<file path="config.mk">
export PLATFORM = sky130hd
export DESIGN_NAME = id_ex_operand_stage_flat
export DESIGN_NICKNAME = d
export VERILOG_FILES = /design/src/rtl/mips_pkg.sv /design/src/rtl/id_ex_operand_stage_if.sv /design/src/rtl/operand_fwd_mux.sv /design/src/rtl/id_ex_operand_stage.sv /design/src/flat_wrapper.sv
export SDC_FILE = /design/constraint.sdc
export NUM_CORES = 1
export LEC_CHECK = 0
export CAP_MARGIN = 40
export CORE_UTILIZATION = 35
export CTS_CLUSTER_SIZE = 30
export DETAILED_ROUTE_END_ITERATION = 16
export PLACE_DENSITY_LB_ADDON = 0.12
export SLEW_MARGIN = 20
export SYNTH_ARGS = -nofsm -noshare
export SYNTH_HDL_FRONTEND = slang
export SYNTH_SLANG_ARGS = --single-unit
</file>
<file path="constraint.sdc">
create_clock -name clk -period 2.5 [get_ports clk]
set_clock_uncertainty 0.05 [all_clocks]
set_input_delay 0.25 -clock clk [delete_from_list [all_inputs] [get_ports clk]]
set_output_delay 0.25 -clock clk [all_outputs]
set_load 0.01 [all_outputs]
</file>
<file path="src/rtl/mips_pkg.sv">
// Shared MIPS pipeline types: ALU opcodes, EX control bundle and forwarding source tags.
package mips_pkg;

  localparam int DATA_WIDTH     = 32;
  localparam int REG_ADDR_WIDTH = 5;

  typedef enum logic [3:0] {
    ALU_ADD = 4'd0,
    ALU_SUB = 4'd1,
    ALU_AND = 4'd2,
    ALU_OR  = 4'd3,
    ALU_XOR = 4'd4,
    ALU_NOR = 4'd5,
    ALU_SLT = 4'd6,
    ALU_SLL = 4'd7,
    ALU_SRL = 4'd8,
    ALU_SRA = 4'd9,
    ALU_LUI = 4'd10
  } alu_op_t;

  typedef enum logic [1:0] {
    FWD_REG = 2'd0,
    FWD_MEM = 2'd1,
    FWD_WB  = 2'd2
  } fwd_sel_t;

  typedef struct packed {
    alu_op_t alu_op;
    logic    use_imm;
    logic    use_shamt;
    logic    uses_rt;
    logic    reg_write;
    logic    mem_read;
    logic    mem_write;
  } ex_ctrl_t;

endpackage

</file>
<file path="src/rtl/id_ex_operand_stage_if.sv">
// Bundle between decode/forwarding sources and the ID/EX operand stage.
interface id_ex_operand_stage_if #(
  parameter int DATA_WIDTH     = mips_pkg::DATA_WIDTH,
  parameter int REG_ADDR_WIDTH = mips_pkg::REG_ADDR_WIDTH,
  parameter int CNT_WIDTH      = 32
);
  import mips_pkg::*;

  // Flow control: the stage accepts the ID instruction every cycle unless
  // stall_o=1, in which case ID must hold its instruction and present it again.
  logic                      id_valid;
  logic [REG_ADDR_WIDTH-1:0] id_rs_addr;
  logic [REG_ADDR_WIDTH-1:0] id_rt_addr;
  logic [REG_ADDR_WIDTH-1:0] id_rd_addr;
  logic [DATA_WIDTH-1:0]     id_rs_data;
  logic [DATA_WIDTH-1:0]     id_rt_data;
  logic [DATA_WIDTH-1:0]     id_imm;
  logic [4:0]                id_shamt;
  ex_ctrl_t                  id_ctrl;
  logic                      flush;
  logic                      exm_reg_write;
  logic [REG_ADDR_WIDTH-1:0] exm_rd_addr;
  logic [DATA_WIDTH-1:0]     exm_result;
  logic                      wb_reg_write;
  logic [REG_ADDR_WIDTH-1:0] wb_rd_addr;
  logic [DATA_WIDTH-1:0]     wb_data;
  logic                      stall_o;
  logic                      ex_valid;
  logic [DATA_WIDTH-1:0]     alu_a;
  logic [DATA_WIDTH-1:0]     alu_b;
  alu_op_t                   alu_op;
  logic [DATA_WIDTH-1:0]     ex_store_data;
  logic [REG_ADDR_WIDTH-1:0] ex_rd_addr;
  logic                      ex_reg_write;
  logic                      ex_mem_read;
  logic                      ex_mem_write;
  logic [CNT_WIDTH-1:0]      stall_count;
  fwd_sel_t                  rs_fwd_sel;
  fwd_sel_t                  rt_fwd_sel;

  modport master (
    output id_valid, id_rs_addr, id_rt_addr, id_rd_addr, id_rs_data, id_rt_data,
           id_imm, id_shamt, id_ctrl, flush,
           exm_reg_write, exm_rd_addr, exm_result, wb_reg_write, wb_rd_addr, wb_data,
    input  stall_o, ex_valid, alu_a, alu_b, alu_op, ex_store_data, ex_rd_addr,
           ex_reg_write, ex_mem_read, ex_mem_write, stall_count, rs_fwd_sel, rt_fwd_sel
  );

  modport slave (
    input  id_valid, id_rs_addr, id_rt_addr, id_rd_addr, id_rs_data, id_rt_data,
           id_imm, id_shamt, id_ctrl, flush,
           exm_reg_write, exm_rd_addr, exm_result, wb_reg_write, wb_rd_addr, wb_data,
    output stall_o, ex_valid, alu_a, alu_b, alu_op, ex_store_data, ex_rd_addr,
           ex_reg_write, ex_mem_read, ex_mem_write, stall_count, rs_fwd_sel, rt_fwd_sel
  );

endinterface

</file>
<file path="src/rtl/operand_fwd_mux.sv">
// Selects one EX operand: EX/MEM result, then WB data, then the held register value.
module operand_fwd_mux #(
  parameter int DATA_WIDTH     = mips_pkg::DATA_WIDTH,
  parameter int REG_ADDR_WIDTH = mips_pkg::REG_ADDR_WIDTH
) (
  input  logic [REG_ADDR_WIDTH-1:0] addr,
  input  logic [DATA_WIDTH-1:0]     reg_value,
  input  logic                      exm_reg_write,
  input  logic [REG_ADDR_WIDTH-1:0] exm_rd_addr,
  input  logic [DATA_WIDTH-1:0]     exm_result,
  input  logic                      wb_reg_write,
  input  logic [REG_ADDR_WIDTH-1:0] wb_rd_addr,
  input  logic [DATA_WIDTH-1:0]     wb_data,
  output logic [DATA_WIDTH-1:0]     value,
  output mips_pkg::fwd_sel_t        sel
);
  import mips_pkg::*;

  always_comb begin
    sel   = FWD_REG;
    value = reg_value;
    // r0 is hard-wired: never forwarded, always zero.
    if (addr == '0) begin
      value = '0;
    end else if (exm_reg_write && (exm_rd_addr == addr)) begin
      sel   = FWD_MEM;
      value = exm_result;
    end else if (wb_reg_write && (wb_rd_addr == addr)) begin
      sel   = FWD_WB;
      value = wb_data;
    end
  end

endmodule

</file>
<file path="src/rtl/id_ex_operand_stage.sv">
// ID/EX pipeline register with ID-side WB bypass, EX-side operand forwarding and load-use stall.
module id_ex_operand_stage #(
  parameter int DATA_WIDTH     = mips_pkg::DATA_WIDTH,
  parameter int REG_ADDR_WIDTH = mips_pkg::REG_ADDR_WIDTH,
  parameter int CNT_WIDTH      = 32
) (
  input logic                  clk,
  input logic                  rst_n,
  id_ex_operand_stage_if.slave bus
);
  import mips_pkg::*;

  logic                      ex_valid_q;
  alu_op_t                   alu_op_q;
  logic                      use_imm_q;
  logic                      use_shamt_q;
  logic                      reg_write_q;
  logic                      mem_read_q;
  logic                      mem_write_q;
  logic [REG_ADDR_WIDTH-1:0] rs_addr_q;
  logic [REG_ADDR_WIDTH-1:0] rt_addr_q;
  logic [REG_ADDR_WIDTH-1:0] rd_addr_q;
  logic [DATA_WIDTH-1:0]     rs_val_q;
  logic [DATA_WIDTH-1:0]     rt_val_q;
  logic [DATA_WIDTH-1:0]     imm_q;
  logic [4:0]                shamt_q;
  logic [CNT_WIDTH-1:0]      stall_cnt_q;

  logic                      hz;
  logic                      stall;
  logic [DATA_WIDTH-1:0]     rs_cap;
  logic [DATA_WIDTH-1:0]     rt_cap;
  logic [DATA_WIDTH-1:0]     rs_fwd;
  logic [DATA_WIDTH-1:0]     rt_fwd;

  always_comb begin
    hz = ex_valid_q && mem_read_q && (rd_addr_q != '0) && bus.id_valid &&
         ((rd_addr_q == bus.id_rs_addr) ||
          (bus.id_ctrl.uses_rt && (rd_addr_q == bus.id_rt_addr)));
    stall = hz && !bus.flush;
    // The regfile is not write-through, so a same-cycle WB write must be caught here.
    rs_cap = bus.id_rs_data;
    rt_cap = bus.id_rt_data;
    if (bus.wb_reg_write && (bus.wb_rd_addr != '0) && (bus.wb_rd_addr == bus.id_rs_addr))
      rs_cap = bus.wb_data;
    if (bus.wb_reg_write && (bus.wb_rd_addr != '0) && (bus.wb_rd_addr == bus.id_rt_addr))
      rt_cap = bus.wb_data;
  end

  always_ff @(posedge clk or negedge rst_n) begin
    if (!rst_n) begin
      ex_valid_q  <= 1'b0;
      alu_op_q    <= ALU_ADD;
      use_imm_q   <= 1'b0;
      use_shamt_q <= 1'b0;
      reg_write_q <= 1'b0;
      mem_read_q  <= 1'b0;
      mem_write_q <= 1'b0;
      rs_addr_q   <= '0;
      rt_addr_q   <= '0;
      rd_addr_q   <= '0;
      rs_val_q    <= '0;
      rt_val_q    <= '0;
      imm_q       <= '0;
      shamt_q     <= '0;
    end else if (bus.flush || hz) begin
      // Bubble: kill the slot and its side effects, leave the datapath holding.
      ex_valid_q  <= 1'b0;
      reg_write_q <= 1'b0;
      mem_read_q  <= 1'b0;
      mem_write_q <= 1'b0;
    end else begin
      ex_valid_q  <= bus.id_valid;
      alu_op_q    <= bus.id_ctrl.alu_op;
      use_imm_q   <= bus.id_ctrl.use_imm;
      use_shamt_q <= bus.id_ctrl.use_shamt;
      reg_write_q <= bus.id_ctrl.reg_write;
      mem_read_q  <= bus.id_ctrl.mem_read;
      mem_write_q <= bus.id_ctrl.mem_write;
      rs_addr_q   <= bus.id_rs_addr;
      rt_addr_q   <= bus.id_rt_addr;
      rd_addr_q   <= bus.id_rd_addr;
      rs_val_q    <= rs_cap;
      rt_val_q    <= rt_cap;
      imm_q       <= bus.id_imm;
      shamt_q     <= bus.id_shamt;
    end
  end

  always_ff @(posedge clk or negedge rst_n) begin
    if (!rst_n)
      stall_cnt_q <= '0;
    else if (stall && (stall_cnt_q != '1))
      stall_cnt_q <= stall_cnt_q + 1'b1;
  end

  operand_fwd_mux #(.DATA_WIDTH(DATA_WIDTH), .REG_ADDR_WIDTH(REG_ADDR_WIDTH)) u_rs_fwd (
    .addr          (rs_addr_q),
    .reg_value     (rs_val_q),
    .exm_reg_write (bus.exm_reg_write),
    .exm_rd_addr   (bus.exm_rd_addr),
    .exm_result    (bus.exm_result),
    .wb_reg_write  (bus.wb_reg_write),
    .wb_rd_addr    (bus.wb_rd_addr),
    .wb_data       (bus.wb_data),
    .value         (rs_fwd),
    .sel           (bus.rs_fwd_sel)
  );

  operand_fwd_mux #(.DATA_WIDTH(DATA_WIDTH), .REG_ADDR_WIDTH(REG_ADDR_WIDTH)) u_rt_fwd (
    .addr          (rt_addr_q),
    .reg_value     (rt_val_q),
    .exm_reg_write (bus.exm_reg_write),
    .exm_rd_addr   (bus.exm_rd_addr),
    .exm_result    (bus.exm_result),
    .wb_reg_write  (bus.wb_reg_write),
    .wb_rd_addr    (bus.wb_rd_addr),
    .wb_data       (bus.wb_data),
    .value         (rt_fwd),
    .sel           (bus.rt_fwd_sel)
  );

  assign bus.stall_o       = stall;
  assign bus.ex_valid      = ex_valid_q;
  assign bus.alu_a         = use_shamt_q ? {{(DATA_WIDTH-5){1'b0}}, shamt_q} : rs_fwd;
  assign bus.alu_b         = use_imm_q ? imm_q : rt_fwd;
  assign bus.alu_op        = alu_op_q;
  assign bus.ex_store_data = rt_fwd;
  assign bus.ex_rd_addr    = rd_addr_q;
  assign bus.ex_reg_write  = ex_valid_q && reg_write_q;
  assign bus.ex_mem_read   = ex_valid_q && mem_read_q;
  assign bus.ex_mem_write  = ex_valid_q && mem_write_q;
  assign bus.stall_count   = stall_cnt_q;

endmodule

</file>
<file path="src/flat_wrapper.sv">
// flat-port wrapper written by rule: the top's interface ports become plain ports
module id_ex_operand_stage_flat import mips_pkg::*;
#(
  parameter int DATA_WIDTH     = mips_pkg::DATA_WIDTH,
  parameter int REG_ADDR_WIDTH = mips_pkg::REG_ADDR_WIDTH,
  parameter int CNT_WIDTH      = 32
)
  (clk, rst_n, bus_id_valid, bus_id_rs_addr, bus_id_rt_addr, bus_id_rd_addr, bus_id_rs_data, bus_id_rt_data, bus_id_imm, bus_id_shamt, bus_id_ctrl, bus_flush, bus_exm_reg_write, bus_exm_rd_addr, bus_exm_result, bus_wb_reg_write, bus_wb_rd_addr, bus_wb_data, bus_stall_o, bus_ex_valid, bus_alu_a, bus_alu_b, bus_alu_op, bus_ex_store_data, bus_ex_rd_addr, bus_ex_reg_write, bus_ex_mem_read, bus_ex_mem_write, bus_stall_count, bus_rs_fwd_sel, bus_rt_fwd_sel);
  id_ex_operand_stage_if #(.DATA_WIDTH(DATA_WIDTH), .REG_ADDR_WIDTH(REG_ADDR_WIDTH), .CNT_WIDTH(CNT_WIDTH)) bus_i ();
  input logic clk;
  input logic rst_n;
  input wire logic [$bits(bus_i.id_valid)-1:0] bus_id_valid;
  input wire logic [$bits(bus_i.id_rs_addr)-1:0] bus_id_rs_addr;
  input wire logic [$bits(bus_i.id_rt_addr)-1:0] bus_id_rt_addr;
  input wire logic [$bits(bus_i.id_rd_addr)-1:0] bus_id_rd_addr;
  input wire logic [$bits(bus_i.id_rs_data)-1:0] bus_id_rs_data;
  input wire logic [$bits(bus_i.id_rt_data)-1:0] bus_id_rt_data;
  input wire logic [$bits(bus_i.id_imm)-1:0] bus_id_imm;
  input wire logic [$bits(bus_i.id_shamt)-1:0] bus_id_shamt;
  input wire logic [$bits(bus_i.id_ctrl)-1:0] bus_id_ctrl;
  input wire logic [$bits(bus_i.flush)-1:0] bus_flush;
  input wire logic [$bits(bus_i.exm_reg_write)-1:0] bus_exm_reg_write;
  input wire logic [$bits(bus_i.exm_rd_addr)-1:0] bus_exm_rd_addr;
  input wire logic [$bits(bus_i.exm_result)-1:0] bus_exm_result;
  input wire logic [$bits(bus_i.wb_reg_write)-1:0] bus_wb_reg_write;
  input wire logic [$bits(bus_i.wb_rd_addr)-1:0] bus_wb_rd_addr;
  input wire logic [$bits(bus_i.wb_data)-1:0] bus_wb_data;
  output wire logic [$bits(bus_i.stall_o)-1:0] bus_stall_o;
  output wire logic [$bits(bus_i.ex_valid)-1:0] bus_ex_valid;
  output wire logic [$bits(bus_i.alu_a)-1:0] bus_alu_a;
  output wire logic [$bits(bus_i.alu_b)-1:0] bus_alu_b;
  output wire logic [$bits(bus_i.alu_op)-1:0] bus_alu_op;
  output wire logic [$bits(bus_i.ex_store_data)-1:0] bus_ex_store_data;
  output wire logic [$bits(bus_i.ex_rd_addr)-1:0] bus_ex_rd_addr;
  output wire logic [$bits(bus_i.ex_reg_write)-1:0] bus_ex_reg_write;
  output wire logic [$bits(bus_i.ex_mem_read)-1:0] bus_ex_mem_read;
  output wire logic [$bits(bus_i.ex_mem_write)-1:0] bus_ex_mem_write;
  output wire logic [$bits(bus_i.stall_count)-1:0] bus_stall_count;
  output wire logic [$bits(bus_i.rs_fwd_sel)-1:0] bus_rs_fwd_sel;
  output wire logic [$bits(bus_i.rt_fwd_sel)-1:0] bus_rt_fwd_sel;
  assign bus_i.id_valid = bus_id_valid;
  assign bus_i.id_rs_addr = bus_id_rs_addr;
  assign bus_i.id_rt_addr = bus_id_rt_addr;
  assign bus_i.id_rd_addr = bus_id_rd_addr;
  assign bus_i.id_rs_data = bus_id_rs_data;
  assign bus_i.id_rt_data = bus_id_rt_data;
  assign bus_i.id_imm = bus_id_imm;
  assign bus_i.id_shamt = bus_id_shamt;
  assign bus_i.id_ctrl = bus_id_ctrl;
  assign bus_i.flush = bus_flush;
  assign bus_i.exm_reg_write = bus_exm_reg_write;
  assign bus_i.exm_rd_addr = bus_exm_rd_addr;
  assign bus_i.exm_result = bus_exm_result;
  assign bus_i.wb_reg_write = bus_wb_reg_write;
  assign bus_i.wb_rd_addr = bus_wb_rd_addr;
  assign bus_i.wb_data = bus_wb_data;
  assign bus_stall_o = bus_i.stall_o;
  assign bus_ex_valid = bus_i.ex_valid;
  assign bus_alu_a = bus_i.alu_a;
  assign bus_alu_b = bus_i.alu_b;
  assign bus_alu_op = bus_i.alu_op;
  assign bus_ex_store_data = bus_i.ex_store_data;
  assign bus_ex_rd_addr = bus_i.ex_rd_addr;
  assign bus_ex_reg_write = bus_i.ex_reg_write;
  assign bus_ex_mem_read = bus_i.ex_mem_read;
  assign bus_ex_mem_write = bus_i.ex_mem_write;
  assign bus_stall_count = bus_i.stall_count;
  assign bus_rs_fwd_sel = bus_i.rs_fwd_sel;
  assign bus_rt_fwd_sel = bus_i.rt_fwd_sel;
  id_ex_operand_stage #(.DATA_WIDTH(DATA_WIDTH), .REG_ADDR_WIDTH(REG_ADDR_WIDTH), .CNT_WIDTH(CNT_WIDTH)) u_core (.clk(clk), .rst_n(rst_n), .bus(bus_i));
endmodule
</file>
# --- Word level (Yosys, flattened, before mapping) ---
# Cells that the tools add are included.
totals:
  regBits: 158
  latch_bits: 0
  ram_bits: 0
  romBits: 0
  inputBits: 206
  output_inout_bits: 146
  word_cells: 68
  n_memories: 0
op_classes:
  n_addsub: 1
  mul: 0
  n_div: 0
  order_cmp: 0
  n_eq_ne: 9
  shift: 0
  muxes: 20
  bitwise_logic: 0
  n_reduce_logical: 23
op_table:
  columns: ["operator", "n"]
  rows:
  - ["two-way mux 32 bit", 10]
  - ["== test 5 bit", 8]
  - ["adder 32 x 1 -> 32 bit (second input constant)", 1]
  - ["!= test 32 bit (second input constant)", 1]
  - ["logical AND 1 bit", 16]
  - ["two-way mux 2 bit", 6]
  - ["logical NOT 5 bit", 2]
  - ["nonzero test 5 bit", 2]
  - ["two-way mux 1 bit", 4]
  - ["logical OR 1 bit", 2]
  - ["logical NOT 1 bit", 1]

# --- Logic depth before layout (Yosys ltp) ---
logic_depth:
  ltp_word: 6
  ltp_mapped: 9
  ltp_nobuf: 6

# --- Cells and area by module ---
# A second synthesis with hierarchy kept.
unflattened:
  hier_cells: 1247
  area_unflattened_um2: 11293.3
modules_own_cells:
  columns: ["module", "n_inst", "cells_each", "area_per_inst_um2", "seq_area_each_um2"]
  rows:
  - ["id_ex_operand_stage", 1, 667, 7802.5, 3953.8]
  - ["operand_fwd_mux", 2, 290, 1745.4, 0.0]

# --- Worst setup path after synthesis ---
# OpenSTA, ideal clock, no wires.
synth_path:
  path_type: "input -> output"
  start: "in bus_wb_rd_addr[1]"
  end: "out bus_alu_b[10]"
  arrival_ns: 2.110
  required_time_ns: 2.200
  slack_ns: 0.090
  stages: 9
  path_buffers: 3
  cell_sequence: "clkbuf_1 > xor2_1 > nor4_1 > and3_1 > buf_2 > buf_4 > mux2i_1 > a211oi_1 > mux2_2"
synth_between:
  elab_chain_cells: 6
synth_lines:
  columns: ["element", "line", "text"]
  rows:
  - ["start, declared", "flat_wrapper.sv:26", "input wire logic [$bits(bus_i.wb_rd_addr)-1:0] bus_wb_rd_addr;"]
  - ["== test 5 bit", "operand_fwd_mux.sv:28", "end else if (wb_reg_write && (wb_rd_addr == addr)) begin"]
  - ["logical AND 1 bit", "operand_fwd_mux.sv:28", null]
  - ["two-way mux 32 bit", "operand_fwd_mux.sv:28", null]
  - ["two-way mux 32 bit", "operand_fwd_mux.sv:25", "end else if (exm_reg_write && (exm_rd_addr == addr)) begin"]
  - ["two-way mux 32 bit", "operand_fwd_mux.sv:23", "if (addr == '0) begin"]
  - ["via bus_ex_store_data[10]", "flat_wrapper.sv:33", "output wire logic [$bits(bus_i.ex_store_data)-1:0] bus_ex_store_data;"]
  - ["two-way mux 32 bit", "id_ex_operand_stage.sv:126", "assign bus.alu_b = use_imm_q ? imm_q : rt_fwd;"]
  - ["end, declared", "flat_wrapper.sv:31", "output wire logic [$bits(bus_i.alu_b)-1:0] bus_alu_b;"]
# The timed path passes the listed nets, and every way through them passes these cells.

# --- Final worst setup path ---
layout_path:
  start: "reg u_core.rt_addr_q[2]"
  end: "out bus_alu_b[0]"
layout_between:
  elab_chain_cells: 6
  word_cells_on_any_way: 9
  classes_between: "2 x eq/ne; 4 x mux; 3 x reduce/logical"
layout_lines:
  columns: ["element", "line", "text"]
  rows:
  - ["start, declared", "id_ex_operand_stage.sv:21", "logic [REG_ADDR_WIDTH-1:0] rt_addr_q;"]
  - ["start signal, assigned", "id_ex_operand_stage.sv:81", "rt_addr_q <= bus.id_rt_addr;"]
  - ["== test 5 bit", "operand_fwd_mux.sv:28", null]
  - ["logical AND 1 bit", "operand_fwd_mux.sv:28", null]
  - ["two-way mux 32 bit", "operand_fwd_mux.sv:28", null]
  - ["two-way mux 32 bit", "operand_fwd_mux.sv:25", null]
  - ["two-way mux 32 bit *", "operand_fwd_mux.sv:23", null]
  - ["two-way mux 32 bit *", "id_ex_operand_stage.sv:126", null]
# Mark *: on every way between the ends. The rest lies on a longest branch, timed or not.

==> results.ini <==
[die]
die_w_um=164
die_h_um=164
dieArea_um2=26900
coreArea_um2=25500
rows=58
initial_core_util=0.360
ios=352

[sta]
tns_ps=-39960
hold_slack_ps=311
fmax_ghz=0.322
post-route-period-util=1.24
setup_ws_ps=-605
slew_headroom=0.606
finalMaxSlewViolations=0
hold_viol_final=0
period_minus_slack_ps=3110
rsz0062_at_grt=true
setup_viol=100
tightest_slew_ps=587

[worst_setup_path]
start_kind=flip-flop
critPathKind=reg -> out
worstPathArrival_ps=2810
endpoint_kind=output port
crit_fanout=5
critPathRequiredTime_ps=2200

[global_routing]
grt_pass1_vias=8376
grt_max_degree=60
grt.overflow.total=0
grt_pass1_wl_mm=47.0
grt.total_usage=0.231
antenna_found_initial=3

[route]
num_vias=9031
wirelength_mm=36.3
drt-initial-drc-count=368
antenna_left=0
drc=0
routedWlPerCell_um=20.5
drt-pass1-iter-count=5
vias_per_cell=5.09

[synthesis]
ys_seq_elements=158
postSynthAreaPerCell_um2=10.3
yosys_warnings=0
syn-num-nets=1099
netlist_instances=892
synth_flop_cell=dfrtp_1
async_flop_share=1.00
yosysUniqueCellTypes=42
synth_enable_flop_cells=0
synth_area_um2=9180
ys_seq_area_frac=0.431

[power]
pwr_density_cell_nw_per_um2=485
p_leak_nw=6.94
max-vdd-ir-drop_mv=0.337
power_w=0.00807

[clock_network]
clk_latency_ps=440
cts_num_sinks=158
root_buffer=clkbuf_16
cts_tree=built
cts.clk_slew.worst_paths_ps=80
clockBufferDepth=2
htreeDepth=4
numCtsBuffers=17

[placed_design]
place_area_um2=13900
numPortBuffers=351
dp_cells=1625
dp.final_hpwl_mm=23.0
place_congestion=0.841

[run]
cap_viol_max_count=0

[outcome]
outcome=complete, but fails checks
violations=setup timing

[final_layout]
fin_cells=1773
nets=1634
syn_to_final_growth_pct=81.2
drive_above_1_share=0.415
layout_common_cells=clkdlybuf4s50_1, dfrtp_1, buf_4, nor2_1, mux2i_1
final_cell_area_um2=16600
fillCellCount=2016
final_common_cell=clkdlybuf4s50_1

[worst_hold_path]
hold_class=in -> async

-- metal layers --
metal	wire, µm	up-vias	track usage
li1	-	4241	-
met1	15700	4473	0.302
met2	18000	281	0.384
met3	2130	36	0.0563
met4	456	0	0.0505
met5	0	-	0
-- Yosys cell counts, types with 2 or more instances --
cell	n	share of area
a211oi_1	59	0.048
and2_1	10	0.0068
and4_1	3	0.0029
nor3b_1	2	0.0016
xnor2_1	27	0.026
and3_1	7	0.0048
dfrtp_1	158	0.43
or4_1	4	0.0033
o21ai_0	6	0.0033
nand2_1	16	0.0065
buf_6	2	0.0025
a21oi_1	70	0.038
nand4_1	5	0.0034
clkbuf_1	31	0.013
mux2i_1	128	0.14
xor2_1	43	0.041
nand3_1	14	0.0076
inv_1	3	0.0012
buf_2	28	0.015
nor2_1	144	0.059
nor4_2	2	0.0027
nor4_1	6	0.0041
buf_1	3	0.0012
buf_4	4	0.0033
nor3_1	6	0.0033
a21o_1	5	0.0041
mux2_2	91	0.11
-- power by group --
| group | internal [W] | switching (W) |
|---|---|---|
| clock network | 0.00135 | 0.00133 |
| logic | 0.00145 | 0.00104 |
| registers | 0.00275 | 0.000155 |
-- repair_timing --
item                                    in CTS  in global routing
resized for setup                          144                463
hold endpoints to repair                    49                  0
setup buffers                                0                101
hold buffers                                 1                  0
cloned                                       0                 15
pin swaps                                    7                 50
endpoints found under the setup margin     101                126
-- stage by stage --
step	setup WS (ps)	util
floorplan	90.4	-
global placement	-856	0.548
detailed placement	-818	0.548
CTS	-819	0.574
global route	-680	0.653
finish	-605	0.653
-- path summary, 6_finish.rpt --
path / start / endpoint / slack [ps] / cells past startpoint
max in group asynchronous: rst_n / u_core.rt_val_q[14] / 1350 / 3
min in group clk: bus_id_ctrl[0] / u_core.mem_write_q / 310 / 2
min: rst_n / u_core.bus.stall_count[8] / 310 / 2
max reg2reg: u_core.bus.ex_rd_addr[0] / u_core.imm_q[13] / 30 / 7
min reg2reg: u_core.bus.stall_count[29] / u_core.bus.stall_count[29] / 440 / 1
max: u_core.rt_addr_q[2] / bus_alu_b[0] / -610 / 10
-- state kept, by name, indices dropped and copies added, names as in the netlist, 4 cells and up --
name,flops
u_core.rt_val_q,32
u_core.imm_q,32
u_core.rs_val_q,32
u_core.rt_addr_q,5
u_core.bus.ex_rd_addr,5
u_core.bus.stall_count,32
u_core.bus.alu_op,4
u_core.shamt_q,5
u_core.rs_addr_q,5
-- cell families after synthesis --
| kind of cell | count (synthesis) | share of synthesized area |
|---|---|---|
| xor gates and xnor gates | 70 | 0.0668 |
| adders and majority gates | 1 | 0.00136 |
| AOI/OAI and AO/OA | 144 | 0.0973 |
| buffers and inverters | 71 | 0.0361 |
| and+or+nand+nor | 229 | 0.117 |
| muxes | 219 | 0.251 |
| DFF | 158 | 0.431 |
-- final cells by class --
| type | count | area, µm² | share of cell area |
|---|---|---|---|
| multi-input cells | 663 | 5830 | 0.350 |
| repair buffers | 584 | 5830 | 0.350 |
| flip-flops and latches | 158 | 3960 | 0.238 |
| clock buffers | 17 | 425 | 0.0256 |
| well taps | 330 | 413 | 0.0248 |
| clock inverters | 15 | 166 | 0.0100 |
| inverters | 3 | 11.3 | 0.000677 |
| diodes | 3 | 7.51 | 0.000451 |
-- worst max-delay path, cell delays in order, from the launching register on --
cell	delay, ps
dfrtp_2	440
xor2_1	160
nor4_2	320
and3_4	300
buf_6	140
buf_12	140
buf_6	110
mux2i_4	250
a211oi_4	90
mux2_4	290
buf_6	120
No activity file was read; power rests on OpenSTA's default activity.
